File: src/rtl/fuzzy_risk_engine.sv
// Multi-cycle fuzzy risk engine: fuzzify, 9-rule min/max inference, weighted-singleton defuzzification.
// Optional hysteretic alarm output enabled by defining FUZZY_RISK_ALARM_EN.
module fuzzy_risk_engine #(
  parameter int DATA_W    = 8,
  parameter int FULL      = 100,
  parameter int LO_B      = 30,
  parameter int HI_B      = 70,
  parameter int C_LOW     = 10,
  parameter int C_MED     = 50,
  parameter int C_HIGH    = 90,
  parameter int ALARM_ON  = 70,
  parameter int ALARM_OFF = 50
) (
  input  logic              clk,
  input  logic              rst_n,
  input  logic [DATA_W-1:0] rain_fall,
  input  logic [DATA_W-1:0] soil_moisture,
  input  logic              in_valid,
  output logic              in_ready,
  output logic [DATA_W-1:0] risk,
  output logic              out_valid,
  output logic              alarm
);

  localparam int ACC_W = 2*DATA_W + 2;
  localparam int DSH_W = ACC_W + DATA_W;
  localparam int CNT_W = ($clog2(DATA_W) > 4) ? $clog2(DATA_W) : 4;

  localparam logic [DATA_W-1:0] P_FULL  = DATA_W'(FULL);
  localparam logic [DATA_W-1:0] P_LO    = DATA_W'(LO_B);
  localparam logic [DATA_W-1:0] P_HI    = DATA_W'(HI_B);
  localparam logic [DATA_W-1:0] P_SPAN  = DATA_W'(HI_B - LO_B);
  localparam logic [DATA_W+1:0] P_MID2  = (DATA_W+2)'(LO_B + HI_B);
  localparam logic [DATA_W+1:0] P_SPAN2 = (DATA_W+2)'(HI_B - LO_B);
  localparam logic [ACC_W-1:0]  P_CL    = ACC_W'(C_LOW);
  localparam logic [ACC_W-1:0]  P_CM    = ACC_W'(C_MED);
  localparam logic [ACC_W-1:0]  P_CH    = ACC_W'(C_HIGH);
  localparam logic [CNT_W-1:0]  P_LAST  = CNT_W'(DATA_W - 1);

  typedef enum logic [2:0] {S_IDLE, S_FUZZ, S_RULE, S_SUM, S_DIV, S_DONE} state_t;

  function automatic logic [DATA_W-1:0] f_low(input logic [DATA_W-1:0] x);
    if (x <= P_LO)      f_low = P_SPAN;
    else if (x >= P_HI) f_low = '0;
    else                f_low = P_HI - x;
  endfunction

  function automatic logic [DATA_W-1:0] f_high(input logic [DATA_W-1:0] x);
    if (x >= P_HI)      f_high = P_SPAN;
    else if (x <= P_LO) f_high = '0;
    else                f_high = x - P_LO;
  endfunction

  function automatic logic [DATA_W-1:0] f_med(input logic [DATA_W-1:0] x);
    logic [DATA_W+1:0] x2, d;
    x2 = {1'b0, x, 1'b0};
    d  = (x2 >= P_MID2) ? (x2 - P_MID2) : (P_MID2 - x2);
    f_med = (d >= P_SPAN2) ? '0 : DATA_W'(P_SPAN2 - d);
  endfunction

  state_t             r_state;
  logic [DATA_W-1:0]  r_rain, r_soil;
  logic [DATA_W-1:0]  r_mu_r [3];
  logic [DATA_W-1:0]  r_mu_s [3];
  logic [DATA_W-1:0]  r_agg  [3];
  logic [1:0]         r_ri, r_si;
  logic [ACC_W-1:0]   r_rem;
  logic [DSH_W-1:0]   r_dsh;
  logic [DATA_W-1:0]  r_q;
  logic [CNT_W-1:0]   r_cnt;
  logic               r_den_zero;

  logic [DATA_W-1:0]  w_mr, w_ms, w_st;
  logic [2:0]         w_sum;
  logic [1:0]         w_cls;
  logic [ACC_W-1:0]   w_num, w_den;
  logic               w_ge;
  logic [DATA_W-1:0]  w_q_next, w_risk_new;

  always_comb begin
    w_mr = r_mu_r[0];
    w_ms = r_mu_s[0];
    case (r_ri)
      2'd1:    w_mr = r_mu_r[1];
      2'd2:    w_mr = r_mu_r[2];
      default: w_mr = r_mu_r[0];
    endcase
    case (r_si)
      2'd1:    w_ms = r_mu_s[1];
      2'd2:    w_ms = r_mu_s[2];
      default: w_ms = r_mu_s[0];
    endcase
    w_st  = (w_mr < w_ms) ? w_mr : w_ms;
    w_sum = {1'b0, r_ri} + {1'b0, r_si};
    w_cls = (w_sum <= 3'd1) ? 2'd0 : ((w_sum == 3'd2) ? 2'd1 : 2'd2);

    w_num = ACC_W'(r_agg[0]) * P_CL + ACC_W'(r_agg[1]) * P_CM + ACC_W'(r_agg[2]) * P_CH;
    w_den = ACC_W'(r_agg[0]) + ACC_W'(r_agg[1]) + ACC_W'(r_agg[2]);

    // Divisor starts pre-shifted by DATA_W-1; the quotient is bounded by C_HIGH so DATA_W bits suffice.
    w_ge       = (DSH_W'(r_rem) >= r_dsh);
    w_q_next   = {r_q[DATA_W-2:0], w_ge};
    w_risk_new = r_den_zero ? '0 : w_q_next;
  end

  always_ff @(posedge clk) begin
    if (!rst_n) begin
      r_state    <= S_IDLE;
      in_ready   <= 1'b1;
      out_valid  <= 1'b0;
      risk       <= '0;
      r_rain     <= '0;
      r_soil     <= '0;
      r_ri       <= '0;
      r_si       <= '0;
      r_rem      <= '0;
      r_dsh      <= '0;
      r_q        <= '0;
      r_cnt      <= '0;
      r_den_zero <= 1'b0;
      for (int unsigned i = 0; i < 3; i++) begin
        r_mu_r[i] <= '0;
        r_mu_s[i] <= '0;
        r_agg[i]  <= '0;
      end
    end else begin
      out_valid <= 1'b0;
      case (r_state)
        S_IDLE: if (in_valid) begin
          r_rain   <= (rain_fall > P_FULL) ? P_FULL : rain_fall;
          r_soil   <= (soil_moisture > P_FULL) ? P_FULL : soil_moisture;
          in_ready <= 1'b0;
          r_state  <= S_FUZZ;
        end
        S_FUZZ: begin
          r_mu_r[0] <= f_low(r_rain);
          r_mu_r[1] <= f_med(r_rain);
          r_mu_r[2] <= f_high(r_rain);
          r_mu_s[0] <= f_low(r_soil);
          r_mu_s[1] <= f_med(r_soil);
          r_mu_s[2] <= f_high(r_soil);
          for (int unsigned i = 0; i < 3; i++) r_agg[i] <= '0;
          r_ri    <= '0;
          r_si    <= '0;
          r_state <= S_RULE;
        end
        S_RULE: begin
          if (w_st > r_agg[w_cls]) r_agg[w_cls] <= w_st;
          if (r_si == 2'd2) begin
            r_si <= '0;
            r_ri <= r_ri + 2'd1;
            if (r_ri == 2'd2) r_state <= S_SUM;
          end else begin
            r_si <= r_si + 2'd1;
          end
        end
        S_SUM: begin
          r_rem      <= w_num;
          r_dsh      <= DSH_W'(w_den) << (DATA_W - 1);
          r_den_zero <= (w_den == '0);
          r_q        <= '0;
          r_cnt      <= '0;
          r_state    <= S_DIV;
        end
        S_DIV: begin
          if (w_ge) r_rem <= r_rem - r_dsh[ACC_W-1:0];
          r_dsh <= r_dsh >> 1;
          r_q   <= w_q_next;
          r_cnt <= r_cnt + 1'b1;
          if (r_cnt == P_LAST) begin
            risk      <= w_risk_new;
            out_valid <= 1'b1;
            r_state   <= S_DONE;
          end
        end
        S_DONE: begin
          in_ready <= 1'b1;
          r_state  <= S_IDLE;
        end
        default: r_state <= S_IDLE;
      endcase
    end
  end

`ifdef FUZZY_RISK_ALARM_EN
  localparam logic [DATA_W-1:0] P_AON  = DATA_W'(ALARM_ON);
  localparam logic [DATA_W-1:0] P_AOFF = DATA_W'(ALARM_OFF);
  logic r_alarm;

  always_ff @(posedge clk) begin
    if (!rst_n) begin
      r_alarm <= 1'b0;
    end else if (r_state == S_DIV && r_cnt == P_LAST) begin
      if (w_risk_new >= P_AON)      r_alarm <= 1'b1;
      else if (w_risk_new < P_AOFF) r_alarm <= 1'b0;
    end
  end
  assign alarm = r_alarm;
`else
  assign alarm = 1'b0;
`endif

endmodule

File: config.mk
export PLATFORM = sky130hd
export DESIGN_NAME = fuzzy_risk_engine
export DESIGN_NICKNAME = d
export VERILOG_FILES = /design/src/rtl/fuzzy_risk_engine.sv
export SDC_FILE = /design/constraint.sdc
export NUM_CORES = 1
export LEC_CHECK = 0
export ABC_AREA = 0
export BUFFER_PORTS_ARGS = -buffer_cell sky130_fd_sc_hd__buf_2
export CORE_MARGIN = 2
export CORE_UTILIZATION = 30
export DETAILED_ROUTE_END_ITERATION = 6
export HOLD_SLACK_MARGIN = 0.15
export RECOVER_POWER = 50
export SLEW_MARGIN = 30
export SYNTH_ARGS = -nofsm -noshare
export SYNTH_HDL_FRONTEND = slang
export SYNTH_SLANG_ARGS = --single-unit
export TNS_END_PERCENT = 5
File: constraint.sdc
create_clock -name clk -period 13.6 [get_ports clk]
set_input_delay 1.36 -clock clk [delete_from_list [all_inputs] [get_ports clk]]
set_output_delay 1.36 -clock clk [all_outputs]
set_load 0.03 [all_outputs]
; Yosys cells after proc, flatten, opt, wreduce, memory -nomap -nowiden
; Memories as Yosys holds them, arrays and structs flattened.
; Cells that the tools add are included.
[totals]
register_bits = 89
latchBits = 0
ram_bits = 72
rom_bits = 0
inputBits = 19
output_inout_bits = 11
mem_count = 3
[op_classes]
addsub = 19
multipliers = 3
div_mod_pow = 0
magnitude_cmp = 14
eq_ne = 16
shifts = 0
muxes = 65
n_bitwise = 9
reduce_logical = 13
[memory_table]
columns = name, depth, word_bits, read_ports, rd_ports_with_merged_regs, write_ports, line_no
row1 = r_agg, 3, 8, 4, 0, 3, 65  ; logic [DATA_W-1:0] r_agg [3];
row2 = r_mu_r, 3, 8, 3, 0, 3, 63  ; logic [DATA_W-1:0] r_mu_r [3];
row3 = r_mu_s, 3, 8, 3, 0, 3, 64  ; logic [DATA_W-1:0] r_mu_s [3];
[ops]
columns = operator, n
row1 = 8-bit 2-to-1 mux, 32
row2 = 26-bit case mux with 2 select lines, 1
row3 = 18-bit case mux with 2 select lines, 1
row4 = 8-bit case mux with 2 select lines, 2
row5 = 18-bit by 26-bit >= comparator with 1-bit output, 1
row6 = 10-bit by 6-bit >= comparator with 1-bit output (second input constant), 2
row7 = 10-bit 2-to-1 mux, 2
row8 = 7-bit by 9-bit subtractor with 10-bit output (first input constant), 2
row9 = 9-bit by 7-bit subtractor with 10-bit output (second input constant), 2
row10 = 9-bit by 7-bit >= comparator with 1-bit output (second input constant), 2
row11 = 18-bit zero test, 1
row12 = 18-bit 2-to-1 mux, 1
row13 = 18-bit subtractor, 1
row14 = 15-bit by 15-bit adder with 16-bit output, 1
row15 = 8-bit by 7-bit >= comparator with 1-bit output (second input constant), 2
row16 = 8-bit by 7-bit greater-than comparator with 1-bit output (second input constant), 2
row17 = 8-bit by 5-bit <= comparator with 1-bit output (second input constant), 2
row18 = 6-bit by 8-bit subtractor with 8-bit output (first input constant), 2
row19 = 7-bit by 8-bit subtractor with 8-bit output (first input constant), 2
row20 = 8-bit by 5-bit subtractor with 8-bit output (second input constant), 2
row21 = 12-bit by 14-bit adder with 15-bit output, 1
row22 = 3-bit case mux with 5 select lines, 1
row23 = 8-bit by 6-bit multiplier with 14-bit output (second input constant), 1
row24 = 7-bit case mux with 2 select lines, 1
row25 = 29 further kinds, 72

; Longest topological paths before layout
; Gate-level depths: netlist (run 1).
; An unclocked memory read counts as a cell.
[logic_depth]
word_depth = 12
mapped_depth = 26
mapped_depth_nobuf = 23

; Worst setup path before layout (run 1)
; Ideal clock, no wire load.
[synth_timing]
path_type = flip-flop to flip-flop
from = memory r_agg[2][1]
to = register r_rem[14]
setup_time_ns = 0.122
arrival_ns = 4.748
required_ns = 13.478
setup_slack_ns = 8.730
stages_incl_launch_ff = 22
synth_period_minus_slack_ns = 4.870
cell_sequence = edfxtp_1 -> ha_1 -> xor2_1 -> ha_1 -> inv_1 -> fa_1 -> inv_1 -> ha_1 -> nor2b_1 -> o21ai_0 -> a21boi_0 -> o21ai_0 -> nand2b_1 -> xor2_1 -> fa_1 -> ha_1 -> and3_1 -> a31o_1 -> nor2_1 -> mux2_1 -> o31ai_1 -> a21oi_1
[synth_lines]
columns = item, line_no
row1 = start: declaration, 65
row2 = end signal: assignment, 158  ; r_rem <= w_num;
row3 = end signal: assignment, 166  ; if (w_ge) r_rem <= r_rem - r_dsh[ACC_W-1:0];
row4 = end: declaration, 67  ; logic [ACC_W-1:0] r_rem;

==> metrics.cfg, run 1 <==
[power]
leakagePower_nw = 5.466
power_density_mw_per_mm2 = 140.5
power_w = 0.001795
ir_drop_uv = 85.67

[synth]
synthMuxAreaShare = 0.01374
synth_xor_area_frac = 0.05224
synthTopCellsByArea = edfxtp_1 18%, ha_1 15%, dfxtp_1 14%
yosys.area.top_type = edfxtp_1
syn_inst = 1323
ys_types = 75
async_flop_share = 0
synth.most_common_cell = nor2_1
avgSynthCellArea_sq_um = 8.744
synth_top_family_by_area = adder cells
synth_edf_count = 68
synth_compound_area_frac = 0.1934
synthTopCellsByCount = 183 x nor2_1, 141 x ha_1, 134 x inv_1
synthAdderAreaFrac = 0.2113
netlist_area_sq_mm = 0.01157
ys_warn_count = 0
yosys.area_share.simple = 0.1498
ys_seq_elements = 148
yosysTopAreaCellShare = 0.1765
synth-main-ff-cell = dfxtp_1
yosysSeqAreaShare = 0.3149

[drt]
wl_per_cell_um = 14.35
antenna_left = 0
drtIter0Drc = 573
via_count = 9015
wirelength_um = 26580
dr.pass1.iters = 5
via_per_inst = 4.868
drc_errors = 0

[sta]
max_freq_ghz = 0.1868
relSlewSlack = -1.168
tightest_slew_ns = 3.251
hold_violations = 0
worst_slack_ns = 8.246
final.setup.tns_ns = 0
timing.final.crit_period_ns = 5.354
maxSlewViolCount = 163
period_share = 0.3937
hold_slack_ns = 0.4854
rsz0062_at_grt = false
skew_ns = 0.008324
setup_viol = 0

[clocking]
post_cts_resized = 0
clkSlewWorstSetupHoldPaths_ns = 0.06
clock_path_buffers = 2
cts_tree = done
post_cts_buffers = 0
clk_latency_ns = 0.43
clockRootBuffer = clkbuf_16
htreeDepth = 4
ctsHoldBuffers = 0
numCtsBuffers = 17
clkSinkCount = 148

[layout]
drive_gt1_frac = 0.05518
final_nets = 1522
post-route-util = 0.3377
antennaDiodeCount = 0
syn_to_final_growth_pct = 10.46

[floorplan]
initial_core_util = 0.3057
die_y_um = 200.4
core_area_sq_mm = 0.03784
die-area_sq_mm = 0.04015
ios = 30
rows = 71
die_w_um = 200.4

[critical_path]
reg2reg_from = r_agg[2][2]
startpoint = r_agg[2][2]
critPathKind = flip-flop to flip-flop
critical_path.cell_chain = ha_1 > ha_1 > inv_1 > fa_1 > inv_1 > ha_1 > inv_1 > fa_1 > nor2b_1 > o21ai_0 > a21boi_0 > o21ai_0 > nand2b_1 > xor2_1 > fa_1 > ha_1 > nand2_1 > o31ai_1 > o22ai_1 > xnor2_1 > o21ai_1 > a21oi_1
critical-path-slowest-cell = edfxtp_1
path_common_cell = ha_1
start_kind = flip-flop
worstPathArrival_ns = 5.52
end_kind = flip-flop
max_stage_delay_ns = 0.50
path_max_fanout = 6
cp.required_ns = 13.76

[place]
pre_cts_slack_ns = 8.410
dpl.hpwl_um = 20240
port_buffers = 28
place_congestion = 0.8291

[outcome]
violations = max-capacitance violations, max-slew violations
status = finished with violations

[worst_hold_path]
worst_hold_path_type = flip-flop to flip-flop
hp-start = r_rem[13]

[global_routing]
globalRouteTotalUtil = 0.1341
overflow = 0
grt_pass1_vias = 8833
grt_pass1_wl_um = 44380
antenna_found_initial = 0
grt_max_degree = 69

[job]
maxCapViolCount = 3

## placed cells by master, fill, tap and decap left out, types with 22 or more instances in the layout
cell,instances
a21oi_1,117
xnor2_1,43
inv_1,134
ha_1,141
nor2_1,182
dfxtp_1,80
o21ai_0,49
nand3_1,22
nand2_1,74
xor2_1,26
a22oi_1,44
fa_1,34
edfxtp_1,68
## layer usage
| metal | track usage | share of wire | wire, um |
|---|---|---|---|
| met1 | 0.1761 | 0.49 | 12940 |
| met2 | 0.2282 | 0.47 | 12520 |
| met3 | 0.02359 | 0.029 | 776 |
| met4 | 0.03307 | 0.013 | 343 |
| met5 | 0 | 0 | 0 |
## stage by stage
step           cells  instance area (sq um)
2_1_floorplan   1331                  11600
3_3_place_gp    1820                  12190
3_5_place_dp    1820                  12190
4_1_cts         1852                  12800
5_1_grt         1852                  12780
6_report        1852                  12780
## registers in the layout, indices dropped and copies added (netlist names)
signal / cells
in_ready: 1
out_valid: 1
r_agg: 24
r_cnt: 4
r_den_zero: 1
r_dsh: 17
r_mu_r: 22
r_mu_s: 22
r_q: 7
r_rain: 8
r_rem: 18
r_ri: 2
r_si: 2
r_soil: 8
r_state: 3
risk: 8
## logic make-up (layout without fill, tap and decap cells)
logic type,after synthesis,count (layout)
xor gates and xnor gates,69,69
other,1,9
AOI/OAI and AO/OA,347,347
adders and majority gates,175,175
muxes,14,14
DFF,148,148
and+or+nand+nor,379,379
buffers and inverters,190,200
## path summary, 6_finish.rpt
path	slack, ns	depth (start not counted)	to
max	8.25	22	r_rem[13]
min	0.49	2	r_rem[13]
min reg2reg	0.49	2	r_rem[13]
max reg2reg	8.25	22	r_rem[13]
## layout make-up
type / instances / area, sq um
Clock buffer: 22 / 506.7
Inverter: 135 / 506.7
Fill cell: 3997 / 25070
Multi-Input combinational cell: 993 / 7223
Sequential cell: 148 / 3643
Tap cell: 511 / 639.4
Clock inverter: 10 / 107.6
Timing Repair Buffer: 33 / 151.4
## where the power goes
| part | internal, W | total (W) | switching, W |
|---|---|---|---|
| logic | 0.000341 | 0.000787 | 0.000446 |
| clock network | 0.000288 | 0.000490 | 0.000202 |
| registers | 0.000491 | 0.000519 | 0.0000281 |
## critical path, delay by kind of cell (launching register included)
kind | cells | cell delay [ns]
adders and majority gates | 7 | 2.45
AOI/OAI and AO/OA | 7 | 1.28
DFF | 1 | 0.50
xor gates and xnor gates | 2 | 0.37
and+or+nand+nor | 3 | 0.30
buffers and inverters | 3 | 0.17
Note: power is estimated with default switching activity, not from simulation.
==> run 2: changes to the inputs <==
- clock period: 13.6 -> 4.4 ns (I/O delays scaled with it)
==> run 2 against run 1 <==
Compared with the run above: the run ends with max-capacitance violations, max-slew violations, negative setup slack left; global-route usage rose by 0.47 points; die area is the same; flip-flop and latch count stayed put; via count is 6.4% higher; setup slack worse by 8.7 ns; critical path depth is the same; routed wire length is 4.4% higher; critical endpoint is now r_rem[14]; largest power group unchanged.
==> metrics.cfg, run 2 (synthesized netlist as in run 1, its figures left out) <==
[critical_path]
crit_cells = 22  ; unchanged
critical_path.cell_chain = buf_6 > ha_4 > xor2_1 > ha_1 > inv_1 > fa_1 > inv_2 > ha_4 > nor2b_4 > o21ai_2 > a21boi_1 > o21ai_1 > nand2b_1 > xor2_2 > fa_1 > ha_4 > and3_1 > a31o_1 > nor2_2 > mux2_4 > o31ai_4 > a21oi_2  ; was ha_1 > ha_1 > inv_1 > fa_1 > inv_1 > ha_1 > inv_1 > fa_1 > nor2b_1 > o21ai_0 > a21boi_0 > o21ai_0 > nand2b_1 > xor2_1 > fa_1 > ha_1 > nand2_1 > o31ai_1 > o22ai_1 > xnor2_1 > o21ai_1 > a21oi_1
startpoint = r_agg[2][2]  ; unchanged
reg2reg_to = r_rem[14]  ; was r_rem[13]
reg2reg_from = r_agg[2][2]  ; unchanged
critPathKind = flip-flop to flip-flop  ; unchanged
cp_num_buf_inv = 3  ; unchanged
r2r_cells = 22  ; unchanged
critical-path-slowest-cell = fa_1  ; was edfxtp_1
path_common_cell = ha_4  ; was ha_1
path_max_fanout = 4  ; was 6
path_delay_family = adder cells  ; unchanged
rrSetupSlack_ns = -0.44  ; was 8.25 ns
end_kind = flip-flop  ; unchanged
start_kind = flip-flop  ; unchanged
worstPathArrival_ns = 5.19  ; was 5.52 ns
max_stage_delay_ns = 0.58  ; was 0.50 ns
worstSetupEndpoint = r_rem[14]  ; was r_rem[13]
cp.required_ns = 4.74  ; was 13.76 ns

[place]
dp_cells = 1921  ; was 1820
place_congestion = 0.8402  ; was 0.8291
pre_cts_slack_ns = -0.5154  ; was 8.410 ns
dpl.hpwl_um = 21360  ; was 20240 um
place_area_sq_mm = 0.01300  ; was 0.01219 sq mm
port_buffers = 28  ; unchanged

[sta]
max_freq_ghz = 0.2064  ; was 0.1868 GHz
period_share = 1.101  ; was 0.3937
skew_ns = 0.01321  ; was 0.008324 ns
setup_viol = 7  ; was 0
relSlewSlack = -1.152  ; was -1.168
tightest_slew_ns = 3.227  ; was 3.251 ns
hold_violations = 0  ; unchanged
worst_slack_ns = -0.4443  ; was 8.246 ns
maxSlewViolCount = 114  ; was 163
timing.final.crit_period_ns = 4.844  ; was 5.354 ns
rsz0062_at_grt = true  ; was false

[drt]
via_count = 9591  ; was 9015
drc_errors = 0  ; unchanged
antenna_left = 0  ; unchanged
via_per_inst = 4.896  ; was 4.868
wirelength_um = 27750  ; was 26580 um
drtIter0Drc = 494  ; was 573
wl_per_cell_um = 14.16  ; was 14.35 um
dr.pass1.iters = 5  ; unchanged

[layout]
largest_reg_flops = 24  ; unchanged
stdcell_count = 1959  ; was 1852
drive_gt1_frac = 0.1602  ; was 0.05518
reg_top3 = r_agg x24, r_mu_r x22, r_mu_s x22  ; unchanged
final_nets = 1629  ; was 1522
mostFrequentLayoutCells = 181 x nor2_1, 128 x inv_1, 126 x ha_1, 107 x a21oi_1, 105 x buf_4  ; was 182 x nor2_1, 141 x ha_1, 134 x inv_1, 117 x a21oi_1, 80 x dfxtp_1
regMostFlops = r_agg  ; unchanged
nFillCells = 3944  ; was 3997
syn_to_final_growth_pct = 20.20  ; was 10.46%
seqCellArea_sq_mm = 0.003643  ; unchanged
finalInstanceArea_sq_mm = 0.01391  ; was 0.01278 sq mm
antennaDiodeCount = 0  ; unchanged
layout_commonest_cell = nor2_1  ; unchanged
multi_input_area_sq_mm = 0.007541  ; was 0.007223 sq mm

[clocking]
clockRootBuffer = clkbuf_16  ; unchanged
clkSinkCount = 148  ; unchanged
clk_latency_ns = 0.45  ; was 0.43 ns
clock_path_buffers = 2  ; unchanged
htreeDepth = 4  ; unchanged
clkSlewWorstSetupHoldPaths_ns = 0.07  ; was 0.06 ns
cts_tree = done  ; unchanged
numCtsBuffers = 17  ; unchanged

[floorplan]
core_area_sq_mm = 0.03784  ; unchanged
die_w_um = 200.4  ; unchanged
rows = 71  ; unchanged
ios = 30  ; unchanged
die-area_sq_mm = 0.04015  ; unchanged
initial_core_util = 0.3057  ; unchanged
die_y_um = 200.4  ; unchanged

[outcome]
violations = max-capacitance violations, max-slew violations, negative setup slack  ; was max-capacitance violations, max-slew violations
status = finished with violations  ; unchanged

[power]
power_w = 0.006468  ; was 0.001795 W
leakagePower_nw = 6.038  ; was 5.466 nW
ir_drop_uv = 318.9  ; was 85.67 uV
power_density_mw_per_mm2 = 465.1  ; was 140.5 mW/mm^2

[job]
maxCapViolCount = 2  ; was 3

[global_routing]
grt_max_degree = 69  ; unchanged
globalRouteTotalUtil = 0.1388  ; was 0.1341
grt_pass1_vias = 9323  ; was 8833
overflow = 0  ; unchanged
grt_pass1_wl_um = 45730  ; was 44380 um
antenna_found_initial = 0  ; unchanged

[worst_hold_path]
hp-start = soil_moisture[1]  ; was r_rem[13]
worst_hold_path_type = primary input to flip-flop  ; was flip-flop to flip-flop

[run 2: changes by cell type in the layout (fill, tap and decap cells not counted), sizes merged]
cell / delta
clkbuf: -4
buf: +108
clkinv: +3
bufinv: -1
clkinvlp: -3
inv: +4
[run 2: power breakdown]
group          switching (W)  internal [W]  leakage [nW]
Clock               0.000664      0.000801         0.297
Combinational        0.00174       0.00168          4.38
Sequential         0.0000698       0.00152          1.36
[run 2: worst min-delay path by stage]
stage,endpoint,slack (ns),depth (start not counted)
6_report,r_soil[1],0.25,3
5_1_grt,r_soil[0],0.25,3
4_1_cts,r_soil[1],0.23,3
3_5_place_dp,r_q[0],0.46,2
3_3_place_gp,risk[6],0.46,2
2_1_floorplan,r_q[0],0.44,2
[run 2: final cells by class]
class,instances,share of cell area
inverter,135,0.03644
sequential,148,0.2620
clock buffer,19,0.03338
clock inverter,13,0.009448
timing repair buffer,140,0.07045
tap,511,0.04598
multi-input combinational,993,0.5423
[run 2: repair_timing]
action,4_1_cts,5_1_grt
endpoints found under the setup margin,56,57
cloned,0,0
hold buffers,0,0
gates resized for setup,30,29
buffers inserted,3,4
pin swaps,24,23
[run 2: worst register-to-register path, stage by stage (launching register included)]
cell	delay, ns
edfxtp_1	0.49
buf_6	0.17
ha_4	0.15
xor2_1	0.16
ha_1	0.29
inv_1	0.05
fa_1	0.49
inv_2	0.05
ha_4	0.24
nor2b_4	0.13
o21ai_2	0.15
a21boi_1	0.09
o21ai_1	0.13
nand2b_1	0.12
xor2_2	0.17
fa_1	0.58
ha_4	0.22
and3_1	0.18
a31o_1	0.20
nor2_2	0.13
mux2_4	0.32
o31ai_4	0.18
a21oi_2	0.08
[run 2: layer usage]
layer	vias up	global-route usage	routed length (um)
li1	4862	-	-
met5	-	0	0
met4	0	0.03704	447
met3	33	0.02278	709
met2	143	0.2416	13540
met1	4553	0.1780	13050
[run 2: per-stage QoR]
stage | setup TNS (ns) | hold slack (ns) | util
final | -2.026 | 0.2476 | 0.3675
after global placement | -3.160 | 0.4622 | 0.3436
after detailed placement | -6.850 | 0.4644 | 0.3436
after floorplan | -2.870 | 0.4449 | -
after CTS | -1.652 | 0.2347 | 0.3636
after global routing | -10.51 | 0.2490 | 0.3675
